===== src/rtl/pool_pkg.sv =====
// rtl/pool_pkg.sv - shared constants and types for the pooling window feeder
package pool_pkg;

    localparam int DEFAULT_KERNAL_SIZE = 2;
    localparam int DEFAULT_DEPTH       = 8;
    localparam int DEFAULT_DATA_WIDTH  = 16;

    typedef logic [DEFAULT_DEPTH*DEFAULT_DATA_WIDTH-1:0] neuron_t;

    typedef enum logic {
        FILL  = 1'b0,
        DRAIN = 1'b1
    } feeder_state_t;

endpackage


===== src/rtl/pool_band_buffer.sv =====
// rtl/pool_band_buffer.sv - single-write/single-read band storage with combinational read
module pool_band_buffer
    import pool_pkg::*;
#(
    parameter int WIDTH   = DEFAULT_DEPTH * DEFAULT_DATA_WIDTH,
    parameter int ENTRIES = 16,
    localparam int ADDR_W = (ENTRIES > 1) ? $clog2(ENTRIES) : 1
) (
    input  logic              clk,
    input  logic              wr_en,
    input  logic [ADDR_W-1:0] wr_addr,
    input  logic [WIDTH-1:0]  wr_data,
    input  logic [ADDR_W-1:0] rd_addr,
    output logic [WIDTH-1:0]  rd_data
);

    logic [WIDTH-1:0] mem [ENTRIES];

    always_ff @(posedge clk) begin
        if (wr_en) begin
            mem[wr_addr] <= wr_data;
        end
    end

    assign rd_data = mem[rd_addr];

endmodule


===== src/rtl/pool_window_feeder.sv =====
// rtl/pool_window_feeder.sv - buffers a band of rows and replays it window by window
module pool_window_feeder
    import pool_pkg::*;
#(
    parameter int KERNAL_SIZE = DEFAULT_KERNAL_SIZE,
    parameter int DEPTH       = DEFAULT_DEPTH,
    parameter int DATA_WIDTH  = DEFAULT_DATA_WIDTH,
    parameter int MAP_WIDTH   = 8
) (
    input  logic                          clk,
    input  logic                          reset,
    input  logic [DEPTH*DATA_WIDTH-1:0]   in_data,
    input  logic                          in_valid,
    output logic                          in_ready,
    output logic [DEPTH*DATA_WIDTH-1:0]   neuron_out,
    output logic                          out_valid,
    input  logic                          out_ready,
    output logic [KERNAL_SIZE**2-1:0]     count,
    output logic                          win_last
);

    localparam int VEC_W   = DEPTH * DATA_WIDTH;
    localparam int ENTRIES = KERNAL_SIZE * MAP_WIDTH;
    localparam int ADDR_W  = (ENTRIES > 1) ? $clog2(ENTRIES) : 1;
    localparam int NUM_WIN = MAP_WIDTH / KERNAL_SIZE;
    localparam int K_W     = (KERNAL_SIZE > 1) ? $clog2(KERNAL_SIZE) : 1;
    localparam int WIN_W   = (NUM_WIN > 1) ? $clog2(NUM_WIN) : 1;
    localparam int CNT_W   = KERNAL_SIZE ** 2;

    localparam logic [ADDR_W-1:0] LAST_ADDR = ADDR_W'(ENTRIES - 1);
    localparam logic [ADDR_W-1:0] ROW_STEP  = ADDR_W'(MAP_WIDTH);
    localparam logic [ADDR_W-1:0] WIN_STEP  = ADDR_W'(KERNAL_SIZE);
    localparam logic [K_W-1:0]    K_LAST    = K_W'(KERNAL_SIZE - 1);
    localparam logic [WIN_W-1:0]  WIN_LAST  = WIN_W'(NUM_WIN - 1);
    localparam logic [CNT_W-1:0]  ELEM_LAST = CNT_W'(KERNAL_SIZE * KERNAL_SIZE - 1);

    generate
        if ((KERNAL_SIZE < 1) || (MAP_WIDTH % KERNAL_SIZE != 0)) begin : g_bad_map_width
            $error("MAP_WIDTH must be a non-zero multiple of KERNAL_SIZE");
        end
    endgenerate

    feeder_state_t     state_q, state_d;
    logic [ADDR_W-1:0] fill_addr_q;
    logic [K_W-1:0]    c_q, r_q;
    logic [WIN_W-1:0]  win_q;
    logic [ADDR_W-1:0] row_base_q, win_base_q;
    logic [CNT_W-1:0]  elem_q;
    logic              drain_done_q;
    logic              fill_we;
    logic              issue;
    logic [ADDR_W-1:0] rd_addr;
    logic [VEC_W-1:0]  rd_data;

    // row_base/win_base track r*MAP_WIDTH and win*K incrementally, so no multiplier
    assign rd_addr = row_base_q + win_base_q + ADDR_W'(c_q);

    pool_band_buffer #(
        .WIDTH   (VEC_W),
        .ENTRIES (ENTRIES)
    ) u_band_buffer (
        .clk     (clk),
        .wr_en   (fill_we),
        .wr_addr (fill_addr_q),
        .wr_data (in_data),
        .rd_addr (rd_addr),
        .rd_data (rd_data)
    );

    always_ff @(posedge clk) begin
        if (reset) begin
            state_q <= FILL;
        end else begin
            state_q <= state_d;
        end
    end

    // The first element is issued alongside the final fill beat so out_valid rises with DRAIN
    always_comb begin
        state_d  = state_q;
        in_ready = 1'b0;
        fill_we  = 1'b0;
        issue    = 1'b0;
        case (state_q)
            FILL: begin
                in_ready = 1'b1;
                fill_we  = in_valid;
                if (in_valid && (fill_addr_q == LAST_ADDR)) begin
                    state_d = DRAIN;
                    issue   = 1'b1;
                end
            end
            DRAIN: begin
                if (!drain_done_q && (!out_valid || out_ready)) begin
                    issue = 1'b1;
                end
                if (drain_done_q && out_valid && out_ready) begin
                    state_d = FILL;
                end
            end
            default: state_d = FILL;
        endcase
    end

    always_ff @(posedge clk) begin
        if (reset) begin
            fill_addr_q  <= '0;
            c_q          <= '0;
            r_q          <= '0;
            win_q        <= '0;
            row_base_q   <= '0;
            win_base_q   <= '0;
            elem_q       <= '0;
            drain_done_q <= 1'b0;
            out_valid    <= 1'b0;
            win_last     <= 1'b0;
            count        <= '0;
            neuron_out   <= '0;
        end else begin
            if (fill_we) begin
                fill_addr_q <= (fill_addr_q == LAST_ADDR) ? '0 : fill_addr_q + ADDR_W'(1);
            end
            if ((state_q == DRAIN) && (state_d == FILL)) begin
                drain_done_q <= 1'b0;
            end
            if (issue) begin
                neuron_out <= rd_data;
                count      <= elem_q + CNT_W'(1);
                win_last   <= (elem_q == ELEM_LAST);
                out_valid  <= 1'b1;
                elem_q     <= (elem_q == ELEM_LAST) ? '0 : elem_q + CNT_W'(1);
                if (c_q == K_LAST) begin
                    c_q <= '0;
                    if (r_q == K_LAST) begin
                        r_q        <= '0;
                        row_base_q <= '0;
                        if (win_q == WIN_LAST) begin
                            win_q        <= '0;
                            win_base_q   <= '0;
                            drain_done_q <= 1'b1;
                        end else begin
                            win_q      <= win_q + WIN_W'(1);
                            win_base_q <= win_base_q + WIN_STEP;
                        end
                    end else begin
                        r_q        <= r_q + K_W'(1);
                        row_base_q <= row_base_q + ROW_STEP;
                    end
                end else begin
                    c_q <= c_q + K_W'(1);
                end
            end else if (out_ready) begin
                out_valid <= 1'b0;
            end
        end
    end

endmodule


===== config.mk =====
export PLATFORM = sky130hd
export DESIGN_NAME = pool_window_feeder
export DESIGN_NICKNAME = d
export VERILOG_FILES = /design/src/rtl/pool_pkg.sv /design/src/rtl/pool_band_buffer.sv /design/src/rtl/pool_window_feeder.sv
export SDC_FILE = /design/constraint.sdc
export NUM_CORES = 2
export LEC_CHECK = 0
export CAP_MARGIN = 20
export CORE_MARGIN = 5
export CORE_UTILIZATION = 65
export CTS_BUF_LIST = sky130_fd_sc_hd__clkbuf_16
export DETAILED_ROUTE_END_ITERATION = 16
export PLACE_DENSITY = 0.84
export SKIP_CTS_REPAIR_TIMING = 1
export SYNTH_ARGS = -nofsm -noshare
export SYNTH_HDL_FRONTEND = slang
export SYNTH_SLANG_ARGS = --single-unit

===== constraint.sdc =====
create_clock -name clk -period 20.3 [get_ports clk]
set_clock_uncertainty 0.05 [all_clocks]
set_input_delay 4.06 -clock clk [delete_from_list [all_inputs] [get_ports clk]]
set_output_delay 4.06 -clock clk [all_outputs]
set_load 0.005 [all_outputs]

-- After elaboration in Yosys (flattened, before gate mapping)
Memories as Yosys holds them, arrays and structs flattened. A register that Yosys moved wholly into a read port is not among the register bits.
Cells that the tools add are included.
- flip-flop bits (word level): 28
- bits in latches: 0
- bits in writable memories: 2048
- bits in read-only memories: 0
- input bits: 132
- word-level logic and storage cells: 61
- memories: 1
- memories (memory ; depth ; bits a word ; rd ports ; clocked after memory_dff ; wr ports ; RTL line ; text):
    u_band_buffer.mem ; 16 ; 128 ; 1 ; 1 ; 1 ; pool_band_buffer.sv:17 ; logic [WIDTH-1:0] mem [ENTRIES];
- $add $sub $neg: 9
- $mul: 0
- div/mod/pow operators: 0
- $lt $le $gt $ge: 0
- equality and inequality tests: 3
- shift operators: 0
- multiplexer cells: 23
- bitwise gates (word level): 2
- reduce and logical (&&, ||, !) cells: 11
- operators by type and width (kind ; number):
    $mux 1 ; 16
    $mux 4 ; 4
    $add 4x1->4 const B ; 2
    $logic_and 1x1->1 ; 5
    $add 4x1->4 ; 1
    $add 4x2->4 const B ; 1
    $add 4x4->4 ; 1
    $add 4x4->4 const B ; 1
    $eq 4x2->1 const B ; 1
    $eq 4x4->1 const B ; 1
    $pmux 1 s2 ; 2
    $reduce_and 3->1 ; 1
    $add 1x1->1 const B ; 2
    $add 2x1->2 const B ; 1
    $eq 2x2->1 const B ; 1
    $logic_not 1->1 ; 2
    $mux 2 ; 1
    $not 1->1 ; 2
    $reduce_and 2->1 ; 1
    $reduce_bool 2->1 ; 1
    $logic_or 1x1->1 ; 1

-- Longest topological paths before layout
- depth in word-level cells: 11
- depth in mapped cells: 8
- gate-level depth less buffers: 5

-- Modules after synthesis
Synthesis repeated with hierarchy kept, for this count alone.
- cell total of the unflattened synthesis: 3902
- area, all modules: 82351.5 µm²
- by module, submodules not included (module ; times used ; cells each ; area an instance (µm²) ; seq. area each (µm²)):
    pool_band_buffer ; 1 ; 3226 ; 76897.5 ; 61499.0
    pool_window_feeder ; 1 ; 676 ; 5454.0 ; 3042.9

-- Worst setup path before layout
OpenSTA, ideal clock, no wires.
- path kind: input-to-reg
- start: input port in_valid
- end: memory u_band_buffer.mem[0][0] in the netlist's numbering (enable)
- library setup time: 0.772 ns
- arrival time: 13.174 ns
- path slack: 6.304 ns
- stages on the path: 4
- path buffers: 1
- cells stage by stage: nor2b_1 clkbuf_1 nand2_1 nor3_1
- longest elaborated chain between the ends: 3
- RTL lines (what ; RTL line ; text):
    from (decl) ; pool_window_feeder.sv:13 ; input logic in_valid,
    $mux 1 ; pool_window_feeder.sv:84 ; case (state_q)
    $mux 1 ; pool_band_buffer.sv:20 ; if (wr_en) begin
    $mux 1 (implied by the code) ; pool_band_buffer.sv:21 ; mem[wr_addr] <= wr_data;
    to (decl) ; pool_band_buffer.sv:17 ;
Every way passes these cells.

-- Worst setup path in the final report
- start: input port in_valid
- end: register neuron_out[102] (read register of u_band_buffer.mem)
- longest elaborated chain between the ends: 3
- RTL lines (what ; RTL line ; text):
    $logic_and 1x1->1 ; pool_window_feeder.sv:88 ; if (in_valid && (fill_addr_q == LAST_ADDR)) begin
    $mux 1 ; pool_window_feeder.sv:88 ;
    $pmux 1 s2 ; pool_window_feeder.sv:84 ;
    to (decl) ; pool_window_feeder.sv:15 ; output logic [DEPTH*DATA_WIDTH-1:0] neuron_out,
Every way passes these cells.
A chain may end at the register's enable or synchronous reset.

==> metrics.md <==
| Metric | Value |
|---|---|
| Post-route cell area | `93,500 um^2` |
| Num CTS Buffers | `204` |
| Starting Density | `65.5%` |
| Rows | `130` |
| # H-tree levels | `4` |
| Hold/Removal Path Class | `reg -> reg` |
| Avg Inst Size Synth | `20.8 um^2` |
| Max Cap Violations | `0` |
| Final period util | `34.7%` |
| Synth Cell Area | `82,400 um^2` |
| Largest fanout on the critical path | `68` |
| Largest net degree at the start of global routing | `178` |
| Fin worst setup slack | `13.25 ns` |
| Worst slew pin tran | `1.32 ns` |
| R2R Setup Slk | `15.14 ns` |
| # clock sinks | `2,200` |
| Final setup fails | `0` |
| Vias/cell | `7.01` |
| IO Pins | `267` |
| Slew headroom | `12.1%` |
| Nets@finish | `4,404` |
| Crit path buf inv count | `3` |
| Power Density | `97.0 nW/um^2` |
| Vias in the first global route | `44,376` |
| CTS root buffer | `clkbuf_16` |
| Crit path time final | `7.05 ns` |
| Post-Route WL | `206,000 um` |
| Syn Inst Count | `3,966` |
| Worst EP arrival | `7.74 ns` |
| Final hold violations | `0` |
| Clk buf depth | `3` |
| Commonest cells post-synth | `edfxtp_1 (2,048), nand2_1 (525), mux4_2 (512)` |
| Yosys Warn Count | `0` |
| CP endpoint kind | `register` |
| Hold path startpoint | `neuron_out[62]` |
| Top area cells in the synthesized netlist | `edfxtp_1 (75%), mux4_2 (14%), dfxtp_1 (3.7%)` |
| Yosys reg bits | `2,200` |
| Cell variety after synth | `38` |
| Post-DRT Antenna Nets | `0` |
| Share of layout cells above drive strength 1 | `19.8%` |
| Gr usage total | `30.9%` |
| Die height | `366 um` |
| RSZ-0062 raised after global routing | `false` |
| First-pass GRT wire length | `303,000 um` |
| Crit Path Class | `in -> reg` |
| Sequential area share after synthesis | `78.4%` |
| Fin Setup TNS | `0 ns` |
| CP Launch Type | `input pin` |
| Die W | `366 um` |
| Dominant synthesized flop cell | `edfxtp_1` |
| Top cell type by total area after synthesis | `edfxtp_1` |
| Post-route total power | `9.06 mW` |
| Clk pin slew, worst setup/hold paths | `0.06 ns` |
| Required @ worst endpoint | `21.00 ns` |
| Core area | `126,000 um^2` |
| CP top delay family | `buffers and inverters` |
| CP max stage cell | `buf_4` |
| FF-to-FF End | `neuron_out[100]` |
| RePlAce Congestion | `0.776` |
| Outcome | `completed` |
| Worst skew pair latency | `0.83 ns` |
| Synth Net Count | `4,106` |
| Layout area overhead | `13.5%` |
| Crit path cell chain | `clkdlybuf4s50_1, nand3b_1, a2bb2oi_2, nor2_4, buf_4, buf_4, a32o_1` |
| Die ar. | `134,000 um^2` |
| Slew Viols, Final | `0` |
| Pre-antenna DRT Iters | `6` |
| Post-synth EDFFs | `2,048` |
| Placement Setup Slack | `12.42 ns` |
| Dpl cell area | `86,800 um^2` |
| WHS Endpoint | `neuron_out[62]` |
| Drt wl/cell | `33.8 um` |
| Placed Cells | `5,707` |
| Final cell utilization of the core | `74.3%` |
| Non-Filler Instances | `6,101` |
| Reg2reg path depth | `8` |
| Share of the synthesized area in the top cell type | `74.7%` |
| Top-count cell post-synth | `edfxtp_1` |
| Port bufs | `266` |
| Via count | `42,791` |
| Cells on Worst Hold Path | `1` |
| Worst r2r src | `win_base_q[1]` |
| Cell mode on critical path | `buf_4` |
| Fraction of registers with async set or reset after synthesis | `0%` |
| Grt ovf | `0` |
| HPWL after detailed placement | `97,200 um` |
| Largest stage delay, worst path | `0.97 ns` |
| Initial DRC Count | `6,180` |
| DRC | `0` |
| Final hold slack | `0.415 ns` |
| VDD IR max | `0.0999 mV` |
| Max Clock Freq | `142 MHz` |
| CTS tree | `built` |
| Initial antenna violation count | `10` |
| Leak | `29.5 nW` |
layout make-up:
| type | count | area [um^2] |
|---|---|---|
| Timing Repair Buffer | 327 | 3300 |
| Clock inverter | 178 | 1390 |
| Sequential cell | 2200 | 64500 |
| Fill cell | 6406 | 32300 |
| Multi-Input combinational cell | 1523 | 16900 |
| Clock buffer | 208 | 5200 |
| Inverter | 8 | 30.0 |
| Tap cell | 1650 | 2060 |
| Antenna cell | 7 | 17.5 |
cells in the final DEF, fill, tap and decap left out, drive strengths merged, types with 20 or more instances in the layout:
| master | synthesis | final |
|---|---|---|
| nand2 | 525 | 525 |
| edfxtp | 2048 | 2048 |
| inv | 8 | 86 |
| nand3 | 260 | 260 |
| clkdlybuf4s50 | 0 | 266 |
| a32o | 128 | 128 |
| bufinv | 0 | 20 |
| clkinv | 0 | 76 |
| nor2 | 20 | 20 |
| mux4 | 512 | 512 |
| buf | 135 | 61 |
| clkbuf | 100 | 208 |
| dfxtp | 152 | 152 |
layer usage:
layer | vias to the layer above | wire [um] | GRT usage (%)
met4 | 4 | 8320 | 11.6
met1 | 22224 | 69600 | 40.0
met2 | 3185 | 109000 | 53.8
li1 | 16837 | - | -
met5 | - | 25 | 0
met3 | 541 | 18600 | 5.12
kinds of logic after synthesis:
kind of cell,count (synthesis),share of synthesized area (%)
adders and majority gates,8,0.122
other,1,0.00455
AOI/OAI and AO/OA,159,1.79
muxes,512,14.0
xor gates and xnor gates,10,0.106
buffers and inverters,243,1.35
DFF,2200,78.4
and+or+nand+nor,833,4.27
where the power goes:
part           switching, mW  total [mW]  internal (mW)
sequential            0.0136        5.02           5.01
clock                   1.68        3.79           2.11
combinational          0.165       0.253         0.0875
sequential cells by signal, summed over array words and instances (netlist names):
signal             flops
fill_addr_q            4
win_base_q             3
win_last               1
drain_done_q           1
row_base_q             1
neuron_out           128
state_q                1
r_q                    1
win_q                  2
c_q                    1
elem_q                 4
u_band_buffer.mem   2048
out_valid              1
count                  4
worst reg2reg max path, stage by stage, from the launching register on:
cell and delay (ns):
dfxtp_1 0.43, ha_4 0.57, buf_4 0.80, buf_4 0.92, buf_4 1.10, mux4_2 0.54, nand2_1 0.09, nand3_1 0.16
a32o_1 0.39
how the worst max path moves through the flow:
stage | from | slack (ns) | depth (start not counted) | endpoint
after floorplan | in_valid | 6.30 | 4 | u_band_buffer.mem[0][0]
after CTS | in_valid | 13.32 | 6 | u_band_buffer.mem[8][14]
after detailed placement | in_valid | 12.42 | 6 | u_band_buffer.mem[8][100]
final | in_valid | 13.25 | 7 | neuron_out[102]
after global placement | in_valid | 12.47 | 6 | u_band_buffer.mem[8][1]
after global routing | in_valid | 13.13 | 6 | u_band_buffer.mem[8][5]
(Power assumes the default switching activity.)
